[src/rtl/hcf_engine_param.sv]
// hcf_engine_param: iterative greatest-common-factor engine.
// Both operands load together on an accepted start. The engine then runs
// either repeated subtraction (ALGO = 0) or binary Stein steps (ALGO = 1)
// until one operand is zero or both are equal. The result is held in DONE.
//
// Handshake: start is only looked at in IDLE or DONE. An accepted start
// raises busy on the same edge. done rises on the edge that registers the
// result and stays high until the next accepted start or rst. hcf_out,
// zero_err and iter_count are meaningful while done = 1.
module hcf_engine_param #(
   parameter int WIDTH = 16,
   parameter int ALGO  = 0,
   parameter int CNT_W = 16
) (
   input  logic             clk,
   input  logic             rst,
   input  logic             start,
   input  logic [WIDTH-1:0] a_in,
   input  logic [WIDTH-1:0] b_in,
   output logic             busy,
   output logic             done,
   output logic [WIDTH-1:0] hcf_out,
   output logic             zero_err,
   output logic [CNT_W-1:0] iter_count,
   output logic [1:0]       dbg_state
);

   localparam int K_W = $clog2(WIDTH + 1);

   typedef enum logic [1:0] {
      S_IDLE = 2'd0,
      S_STEP = 2'd1,
      S_DONE = 2'd2
   } state_t;

   state_t           r_state;
   logic [WIDTH-1:0] r_a;
   logic [WIDTH-1:0] r_b;
   logic [K_W-1:0]   r_k;
   logic             r_busy;
   logic             r_done;
   logic [WIDTH-1:0] r_hcf;
   logic             r_zero_err;
   logic [CNT_W-1:0] r_iter;

   logic             w_a_zero;
   logic             w_b_zero;
   logic             w_a_gt_b;
   logic             w_iter_sat;

   assign w_a_zero   = (r_a == '0);
   assign w_b_zero   = (r_b == '0);
   assign w_a_gt_b   = (r_a > r_b);
   assign w_iter_sat = (r_iter == {CNT_W{1'b1}});

   assign busy       = r_busy;
   assign done       = r_done;
   assign hcf_out    = r_hcf;
   assign zero_err   = r_zero_err;
   assign iter_count = r_iter;
   assign dbg_state  = r_state;

   // Controller and datapath: load on start, iterate in STEP, hold in DONE.
   always_ff @(posedge clk) begin
      if (rst) begin
         r_state    <= S_IDLE;
         r_a        <= '0;
         r_b        <= '0;
         r_k        <= '0;
         r_busy     <= 1'b0;
         r_done     <= 1'b0;
         r_hcf      <= '0;
         r_zero_err <= 1'b0;
         r_iter     <= '0;
      end else begin
         case (r_state)
            S_IDLE, S_DONE: begin
               if (start) begin
                  r_a        <= a_in;
                  r_b        <= b_in;
                  r_k        <= '0;
                  r_iter     <= '0;
                  r_done     <= 1'b0;
                  r_zero_err <= 1'b0;
                  r_busy     <= 1'b1;
                  r_state    <= S_STEP;
               end
            end
            S_STEP: begin
               if (w_a_zero || w_b_zero) begin
                  // One zero operand: the other one (scaled by 2^k) is the answer.
                  r_hcf      <= (r_a | r_b) << r_k;
                  r_zero_err <= w_a_zero && w_b_zero;
                  r_done     <= 1'b1;
                  r_busy     <= 1'b0;
                  r_state    <= S_DONE;
               end else if (r_a == r_b) begin
                  // Converged; this cycle does not modify A/B so it is not counted.
                  r_hcf   <= r_a << r_k;
                  r_done  <= 1'b1;
                  r_busy  <= 1'b0;
                  r_state <= S_DONE;
               end else begin
                  if (!w_iter_sat) begin
                     r_iter <= r_iter + CNT_W'(1);
                  end
                  if (ALGO == 0) begin
                     // Larger operand is always the minuend, so no underflow.
                     if (w_a_gt_b) begin
                        r_a <= r_a - r_b;
                     end else begin
                        r_b <= r_b - r_a;
                     end
                  end else begin
                     // Stein: strip common factors of two into k, then
                     // halve lone even operands, else halve the odd difference.
                     if (!r_a[0] && !r_b[0]) begin
                        r_a <= r_a >> 1;
                        r_b <= r_b >> 1;
                        r_k <= r_k + K_W'(1);
                     end else if (!r_a[0]) begin
                        r_a <= r_a >> 1;
                     end else if (!r_b[0]) begin
                        r_b <= r_b >> 1;
                     end else if (w_a_gt_b) begin
                        r_a <= (r_a - r_b) >> 1;
                     end else begin
                        r_b <= (r_b - r_a) >> 1;
                     end
                  end
               end
            end
            default: begin
               r_state <= S_IDLE;
               r_busy  <= 1'b0;
               r_done  <= 1'b0;
            end
         endcase
      end
   end

endmodule

[config.mk]
export PLATFORM = sky130hd
export DESIGN_NAME = hcf_engine_param
export DESIGN_NICKNAME = d
export VERILOG_FILES = /design/src/rtl/hcf_engine_param.sv
export SDC_FILE = /design/constraint.sdc
export NUM_CORES = 1
export LEC_CHECK = 0
export CAP_MARGIN = 5
export CORE_MARGIN = 2
export CORE_UTILIZATION = 60
export CTS_CLUSTER_DIAMETER = 40
export CTS_CLUSTER_SIZE = 10
export DETAILED_ROUTE_END_ITERATION = 12
export PLACE_DENSITY = 0.95
export SETUP_SLACK_MARGIN = 0.15
export SYNTH_ARGS = -nofsm -noshare
export SYNTH_HDL_FRONTEND = slang
export SYNTH_SLANG_ARGS = --single-unit
export TNS_END_PERCENT = 30
[constraint.sdc]
create_clock -name clk -period 8 [get_ports clk]
set_clock_uncertainty 0.2 [all_clocks]
set_input_delay 1.6 -clock clk [delete_from_list [all_inputs] [get_ports clk]]
set_output_delay 1.6 -clock clk [all_outputs]
set_load 0.1 [all_outputs]
-- Word-level counts from Yosys, hierarchy flattened
Index checks and enable logic that the tools add are counted.
- $add $sub $neg: 3
- multipliers: 0
- divide/modulo/power cells: 0
- magnitude comparators: 1
- equality and inequality tests: 12
- shift operators: 0
- muxes and demuxes: 31
- bitwise gates (word level): 1
- reductions and logical operators: 14
- operators with widths (kind ; number):
    $mux 16 ; 14
    $pmux 16 s2 ; 3
    $logic_not 16->1 ; 2
    $sub 16x16->16 ; 2
    $add 16x1->16 const B ; 1
    $eq 16x16->1 ; 1
    $eq 16x16->1 const B ; 1
    $gt 16x16->1 ; 1
    $or 16x16->16 ; 1
    $reduce_and 5->1 ; 3
    $ne 2x2->1 const B ; 7
    $mux 1 ; 7
    $mux 2 ; 3
    $pmux 1 s2 ; 3
    $pmux 2 s2 ; 1
    $reduce_and 2->1 ; 2
    $reduce_bool 2->1 ; 2
    $ne 3x3->1 const B ; 1
    $reduce_and 3->1 ; 1
    $eq 2x1->1 const B ; 1
    $eq 2x2->1 const B ; 1
    $logic_not 2->1 ; 1
    $reduce_or 2->1 ; 1
    $logic_and 1x1->1 ; 1
    $logic_or 1x1->1 ; 1
- flip-flop bits (word level): 69
- latch bits: 0
- bits in writable memories: 0
- bits in read-only memories: 0
- input port bits: 35
- output and inout bits: 37
- word-level logic and storage cells: 70
- memories kept: 0

-- Logic depth before layout (Yosys ltp)
Gate-level depths: netlist (run 1).
- depth after elaboration: 5
- mapped depth: 12
- mapped depth without buffers: 10

-- Worst setup path after synthesis (run 1)
Ideal clock, no wire load.
- path kind: register -> output
- start: register r_state[1], in the netlist dbg_state[1]
- end: output dbg_state[1]
- data arrival time: 1.414 ns
- setup slack: 4.786 ns
- stages on the path, launching flop included: 2
- path buffers: 1
- path through: dfxtp_1 -> buf_4
- RTL lines (element ; line ; RTL):
    start, declared ; 36 ; state_t r_state;
    start signal, assigned ; 66 ; r_state <= S_IDLE;
    start signal, assigned ; 86 ; r_state <= S_STEP;
    start signal, assigned ; 96 ; r_state <= S_DONE;
    end, declared ; 25 ; output logic [1:0] dbg_state
No word-level cell between the ends.

-- Worst setup path in the final report (run 1)
- start: input start
- end: register r_a[9]
- longest elaborated chain between the ends: 2
- ends and longest elaborated chain (element ; line ; RTL):
    start, declared ; 17 ; input logic start,
    $ne 2x2->1 (no source line) ; n/a ;
    $reduce_and 5->1 (no source line) ; n/a ;
    end signal, assigned ; 79 ; r_a <= a_in;
    end signal, assigned ; 110 ; r_a <= r_a - r_b;
    end signal, assigned ; 118 ; r_a <= r_a >> 1;
    end, declared ; 37 ; logic [WIDTH-1:0] r_a;
Every way passes these cells.
A chain may end at the register's enable or synchronous reset.

==> results of run 1 <==
## cell usage in the layout, fill, tap and decap left out, types with 14 or more instances in the layout
cell and count:
nor2_1 60, inv_1 49, nand2_1 63, o21ai_0 28, clkdlybuf4s50_1 70, xor2_1 14, dfxtp_1 68, xnor2_1 19
ha_1 48, nand3_1 15, a21oi_1 58, o211ai_1 22
## final cells by class
type / count / area share
clock buffer: 9 / 0.0208
sequential: 68 / 0.229
clock inverter: 7 / 0.0139
tap: 105 / 0.0221
timing repair buffer: 74 / 0.123
inverter: 50 / 0.0316
multi-input combinational: 491 / 0.560
## metal layers
metal / GRT usage / up-vias
li1: - / 2397
met1: 0.437 / 2430
met2: 0.566 / 340
met3: 0.0548 / 51
met4: 0.127 / 0
met5: 0 / -
## per-stage QoR
| stage | instance area [um2] | std cells | setup slack [ns] | util |
|---|---|---|---|---|
| detailed placement | 5740 | 788 | 3.79 | 0.702 |
| global route | 5940 | 804 | 3.93 | 0.727 |
| floorplan | 5050 | 646 | 4.79 | - |
| finish | 5940 | 804 | 4.11 | 0.727 |
| global placement | 5740 | 788 | 3.95 | 0.702 |
| CTS | 5940 | 804 | 4.16 | 0.727 |
## worst paths after layout
path / slack, ns / cells after the start / end
max: 4.11 / 7 / r_a[9]
min: 0.25 / 2 / hcf_out[9]
max reg2reg: 4.18 / 10 / r_a[9]
min reg2reg: 0.25 / 2 / hcf_out[9]
## cell families (layout without fill, tap and decap cells)
family / after synthesis / in the layout
flops: 68 / 68
mux: 4 / 4
compound gates: 177 / 177
simple gates: 227 / 227
buf+inv: 87 / 140
xor+xnor: 33 / 33
fa+ha+maj: 50 / 50
## state kept, by name, indices dropped and copies added (netlist names)
name and cells:
r_b 16, zero_err 1, hcf_out 16, dbg_state 2
busy 1, r_a 16, iter_count 16
## critical path, cell delays in order
cell             delay (ns)
clkdlybuf4s50_1        0.49
inv_1                  0.07
nor2_1                 0.29
a31oi_4                0.17
a31oi_4                0.77
nand2_1                0.21
o32ai_1                0.33
==> metrics.cfg, run 1 <==
[sta]
post-route-min-period_ns = 3.89
tightest_slew_ns = 1.15
period_share = 0.486
finalHoldViolCount = 0
rsz0062_at_grt = no
setup_tns_ns = 0
setup_viol = 0
fmax_mhz = 257
hold_slack_ns = 0.254
slew_violations = 0
slew_headroom = 0.228

[logic_synthesis]
synth_seq_cells = 68
synthesis.nets = 731
synthMuxAreaShare = 0.00793
synthTopCellsByArea = dfxtp_1 (27%), ha_1 (12%), a21oi_1 (5.8%)
yosys.area.top_type_share = 0.270
synth.most_common_cell = dfxtp_1
syn_area_per_cell_um2 = 7.81
synthAdderAreaFrac = 0.127
yosysSeqAreaShare = 0.270
ys_top_cells_by_count = dfxtp_1 (68), nand2_1 (63), nor2_1 (60), a21oi_1 (58), inv_1 (49)
synth-xor-area-share = 0.0573
synth-edff-count = 0
synthArstFlopShare = 0
synth_top_family_by_area = compound AO/OA/AOI/OAI gates
ys.flop_type = dfxtp_1
synth.distinct_cells = 62
syn_inst = 646
syn_area_mm2 = 0.00505
synth_compound_area_frac = 0.243
synth_simple_gate_area_frac = 0.223
yosysWarnings = 0
synth_top_area_cell = dfxtp_1

[clocking]
cts_tree = built
cts.reportedPaths.clkPinSlew_ns = 0.09
ctsResizeCount = 0
htreeDepth = 3
cts.sinks = 68
cts_root_buf = clkbuf_8
cts_buffer_depth = 2
cts_buffers = 9
clk_latency_ns = 0.36
cts_hold_buffers = 0
postCtsSetupBuffers = 0

[die]
rows = 33
die_height_um = 95.7
core_region_area_mm2 = 0.00818
dieArea_mm2 = 0.00916
initial_core_util = 0.617
io_pins = 72
fp.dieW_um = 95.7

[layout]
fillers = 642
multi_input_area_mm2 = 0.00333
syn_to_final_growth_pct = 17.7
fin_nets = 779
n_antenna_cell = 0
register_area_mm2 = 0.00136
drive_gt1_frac = 0.0572

[global_route]
grt_use_total = 0.338
antenna_found_initial = 0
overflow = 0
first_global_vias = 4761
grt_max_degree = 52
grt_pass1_wl_um = 23900

[route]
wl_met2_um = 7110
num_vias = 5218
wl_um = 15100
vias_per_cell = 6.49
drtIter0Drc = 443
wl_per_cell_um = 18.8
drc_errors = 0
met3WireLength_um = 1620
routed.top_layer = met4
ant_nets = 0
dr.pass1.iters = 6
wl_met1_um = 5960

[placed_design]
io_buffers = 71
place_hpwl_um = 11000
globalplace.congestion = 1.00

[flow_run]
maxCapViolCount = 0

[worst_setup_path]
cp_max_fo = 26
timing.critical_path.from = start
cp-end-kind = flip-flop
crit_arrival_ns = 3.95
critPathLaunchType = input pin
r2r_start = r_a[0]
crit_type = in -> reg
required_ns = 8.06

[worst_hold_path]
hp-class = reg -> reg
hp-start = hcf_out[9]

[run_status]
outcome = finished clean

Power of run 1 is not shown: default switching activity piles up to over one toggle a cycle in this logic, so the estimate is an artifact.
==> run 2, diff against run 1 <==
- CORE_UTILIZATION: 60 -> 50
- PLACE_DENSITY: 0.95 -> 0.89
- clock period: 8 -> 3.4 ns (I/O delays scaled with it)
==> metrics.cfg, run 2 (synthesis results as in run 1) <==
[worst_setup_path]
r2r_slack_ns = 0.19  ; -3.99 ns
critPathLaunchType = flip-flop
crit_arrival_ns = 3.32  ; -0.63 ns
worstPathCellList = inv_1, ha_1, or3_1, nor4_2, a31oi_2, a31o_4, nand2_1, or4_1, a21oi_1
crit_type = reg -> reg
crit_path_max_incr_delay_ns = 0.53  ; -0.24 ns
critPathSlowestCell = or4_1
required_ns = 3.51  ; -4.55 ns
cp_max_fo = 28  ; +7.7%
worst_r2r_endpoint = iter_count[7]
r2r_start = r_a[2]
cp-end-kind = flip-flop
rr_worst_depth = 9  ; -1

[sta]
finalHoldViolCount = 0  ; unchanged
tightest_slew_ns = 0.617  ; -0.538 ns
setup_viol = 0  ; unchanged
slew_violations = 0  ; unchanged
fmax_mhz = 311
setup_tns_ns = 0  ; unchanged
rsz0062_at_grt = yes
slew_headroom = 0.578  ; +0.350
period_share = 0.945
post-route-min-period_ns = 3.21

[layout]
layout_commonest_cell = dfxtp_1
syn_to_final_growth_pct = 20.9
final_area_mm2 = 0.00610  ; +2.7%
n_antenna_cell = 0  ; unchanged
drive_gt1_frac = 0.138  ; +0.0805
final_cell_mix = dfxtp_1 (68), nand2_1 (63), nor2_1 (60)
fin_nets = 799  ; +2.6%

[die]
rows = 36  ; +9.1%
core_region_area_mm2 = 0.00977  ; +20%
dieArea_mm2 = 0.0109  ; +19%
initial_core_util = 0.516  ; -0.101
die_height_um = 104  ; +9.1%
fp.dieW_um = 104  ; +9.1%
io_pins = 72  ; unchanged

[placed_design]
postPlaceCellArea_mm2 = 0.00582  ; +1.5%
place_hpwl_um = 11200  ; +2.3%
globalplace.congestion = 0.983  ; -1.7%
io_buffers = 71  ; unchanged

[global_route]
grt_use_total = 0.271  ; -0.0668
antenna_found_initial = 0  ; unchanged
overflow = 0  ; unchanged
grt_pass1_wl_um = 24000  ; +0.41%
grt_max_degree = 51  ; -1.9%
first_global_vias = 4900  ; +2.9%

[worst_hold_path]
hp-class = reg -> reg
hp-start = hcf_out[14]
worstHoldPathCells = 2  ; unchanged
hold_end = hcf_out[14]

[clocking]
cts_tree = built
cts_buffers = 9  ; unchanged
cts_buffer_depth = 2  ; unchanged
cts_root_buf = clkbuf_8
clk_latency_ns = 0.37  ; about the same
cts.reportedPaths.clkPinSlew_ns = 0.08  ; about the same
cts.sinks = 68  ; unchanged
htreeDepth = 3  ; unchanged

[run_status]
outcome = finished clean

[route]
ant_nets = 0  ; unchanged
drc_errors = 0  ; unchanged
wl_per_cell_um = 17.8  ; -5.6%
num_vias = 5189  ; -0.56%
vias_per_cell = 6.09  ; -6.2%
drtIter0Drc = 561  ; +27%
dr.pass1.iters = 6  ; unchanged
wl_um = 15100  ; about the same

[flow_run]
maxCapViolCount = 0  ; unchanged

[run 2: how the worst max path moves through the flow]
stage / from / endpoint / depth (start not counted)
CTS: r_a[0] / r_a[11] / 10
floorplan: iter_count[6] / iter_count[5] / 9
global route: r_a[1] / r_a[9] / 10
detailed placement: r_a[2] / iter_count[7] / 9
global placement: r_a[0] / r_b[0] / 10
finish: r_a[2] / iter_count[7] / 9
[run 2: final cells by class]
class | count | area (um2)
Multi-Input combinational cell | 491 | 3350
Clock buffer | 9 | 124
Inverter | 50 | 188
Timing Repair Buffer | 94 | 811
Tap cell | 133 | 166
Clock inverter | 7 | 98.8
Fill cell | 835 | 3670
Sequential cell | 68 | 1360
[run 2: critical path, delay by kind of cell (launching register included)]
family,cells,cell delay [ns]
buffers and inverters,1,0.09
AOI/OAI and AO/OA,3,0.98
DFF,1,0.42
adders and majority gates,1,0.45
and+or+nand+nor,4,1.02
[run 2: routing by layer]
metal | global-route usage | up-vias | routed length (um)
met2 | 0.453 | 305 | 7090
met5 | 0 | - | 0
met1 | 0.347 | 2407 | 6130
met4 | 0.103 | 0 | 437
li1 | - | 2435 | -
met3 | 0.0489 | 42 | 1470
[run 2: what timing repair did]
action | CTS | global route
buffers inserted | 0 | 4
hold buffers | 0 | 0
setup endpoints to repair | 7 | 21
pin swaps | 0 | 3
hold endpoints to repair | 0 | 0
resized for setup | 2 | 2
[run 2: stage by stage]
step / worst slack [ns] / hold WS [ns] / std cells / util
floorplan: 0.373 / 0.260 / 646 / -
global placement: 0.118 / 0.242 / 832 / 0.596
detailed placement: 0.0254 / 0.245 / 832 / 0.596
CTS: 0.212 / 0.256 / 848 / 0.620
global route: 0.0154 / 0.276 / 852 / 0.624
finish: 0.188 / 0.252 / 852 / 0.624
Power of run 2 is left out for the same reason.
==> run 3, diff against run 2 <==
- CORE_UTILIZATION: 50 -> 35
- PLACE_DENSITY: 0.89 -> 0.69
==> metrics.cfg, run 3 (synthesis results as in run 1) <==
[clocking]
cts_tree = built
cts_buffers = 9  ; unchanged
cts_buffer_depth = 2  ; unchanged
cts_root_buf = clkbuf_16
clk_latency_ns = 0.34  ; -0.03 ns
cts.sinks = 68  ; unchanged
cts_hold_buffers = 0  ; unchanged
htreeDepth = 3  ; unchanged
cts.reportedPaths.clkPinSlew_ns = 0.06  ; -0.02 ns

[global_route]
grt_use_total = 0.203  ; -0.0678
overflow = 0  ; unchanged
grt_max_degree = 40  ; -22%
grt_pass1_wl_um = 24200  ; +0.75%
first_global_vias = 4679  ; -4.5%
antenna_found_initial = 0  ; unchanged

[power]
max-vdd-ir-drop_mv = 0.513
pwr-share-clk = 0.126
p_sw_mw = 3.99
p_int_mw = 3.80
combPwrFrac = 0.713
power_density_mw_per_mm2 = 1240
total_power_mw = 7.79
netSwitchingFraction = 0.513
p_leak_nw = 2.39
power_frac_seq = 0.162

[sta]
fmax_mhz = 323  ; +3.6%
hold_slack_ns = 0.252  ; -0.000359 ns
slew_headroom = 0.620  ; +0.0424
slew_violations = 0  ; unchanged
post-route-min-period_ns = 3.10  ; -0.112 ns
setup_tns_ns = 0  ; unchanged
tightest_slew_ns = 0.568  ; -0.0490 ns
finalHoldViolCount = 0  ; unchanged
setup_viol = 0  ; unchanged
rsz0062_at_grt = yes
period_share = 0.912  ; -0.0331

[layout]
fin_nets = 807  ; +1.0%
n_antenna_cell = 0  ; unchanged
final_util = 0.449  ; -0.175
final_cell_mix = dfxtp_1 (68), buf_4 (67), nand2_1 (63)
layout_commonest_cell = dfxtp_1
syn_to_final_growth_pct = 24.5
finalNonFillerCells = 907  ; +6.5%
fillers = 1414  ; +69%
drive_gt1_frac = 0.150  ; +0.0122

[worst_hold_path]
hp-class = reg -> reg
hp-start = hcf_out[13]

[worst_setup_path]
required_ns = 3.47  ; -0.04 ns
r2r_start = r_a[13]
timing.critical_path.from = r_a[13]
critPathLaunchType = flip-flop
cp-end-kind = flip-flop
crit_type = reg -> reg
cp_max_fo = 20  ; -29%
crit_arrival_ns = 3.17  ; -0.15 ns

[route]
wl_met1_um = 7090  ; +16%
ant_nets = 0  ; unchanged
wl_um = 15300  ; +1.1%
drtIter0Drc = 366  ; -35%
dr.pass1.iters = 5  ; -1
drc_errors = 0  ; unchanged
met3WireLength_um = 1010  ; -32%
wl_met2_um = 6860  ; -3.3%
routed.top_layer = met4
vias_per_cell = 5.46  ; -10%
num_vias = 4953  ; -4.5%
wl_per_cell_um = 16.9  ; -5.0%

[run_status]
outcome = finished clean

[placed_design]
globalplace.congestion = 0.952  ; -3.2%
dp.cells = 886  ; +6.5%
place_hpwl_um = 11600  ; +3.2%
io_buffers = 71  ; unchanged

[die]
core_region_area_mm2 = 0.0140  ; +43%
fp.dieW_um = 124  ; +19%
io_pins = 72  ; unchanged
dieArea_mm2 = 0.0154  ; +41%
die_height_um = 124  ; +19%
initial_core_util = 0.361  ; -0.156
rows = 43  ; +19%

[flow_run]
maxCapViolCount = 0  ; unchanged

[run 3: final timing paths]
check	to	slack [ns]	cells after the start
max	iter_count[7]	0.30	10
min reg2reg	hcf_out[13]	0.25	2
max reg2reg	iter_count[7]	0.30	10
min	hcf_out[13]	0.25	2
[run 3: timing repair]
| item | 4_1_cts | 5_1_grt |
|---|---|---|
| setup endpoints to repair | 0 | 19 |
| gates resized for setup | 0 | 6 |
| setup buffers | 0 | 5 |
[run 3: power groups by stage]
stage          clock network [mW]  logic, mW  registers [mW]
5_1_grt                      1.04       6.07            1.29
3_3_place_gp                    0       5.33            1.26
3_5_place_dp                    0       5.35            1.27
6_report                    0.978       5.55            1.26
4_1_cts                     0.993       5.39            1.25
2_1_floorplan                   0       3.89            1.43
[run 3: per-layer routing]
metal  global-route usage  vias to the layer above
met2                0.308                      173
met3               0.0403                       24
met1                0.287                     2297
li1                     -                     2459
met5                    0                        -
met4               0.0702                        0
[run 3: layout make-up]
cell class                 count  area [um2]  share of cell area
inverter                      50         188              0.0299
multi-input combinational    491        3340               0.532
clock inverter                 7        82.6              0.0131
sequential                    68        1360               0.217
clock buffer                   9         225              0.0358
tap                          180         225              0.0358
timing repair buffer         102         858               0.137
[run 3: critical path, stage by stage (launching register included)]
cell	delay, ns
dfxtp_1	0.39
inv_1	0.11
ha_2	0.43
or3_1	0.25
nor4_2	0.08
a31oi_2	0.29
a31o_2	0.21
buf_4	0.25
nand2_1	0.15
or4_1	0.52
a21oi_1	0.15
[run 3: stage by stage]
stage / setup WS, ns / instance area, um2
finish: 0.300 / 6280
global route: 0.141 / 6280
CTS: 0.244 / 6230
detailed placement: 0.264 / 5920
global placement: 0.297 / 5920
floorplan: 0.373 / 5050
Note: power is estimated with default switching activity, not from simulation.
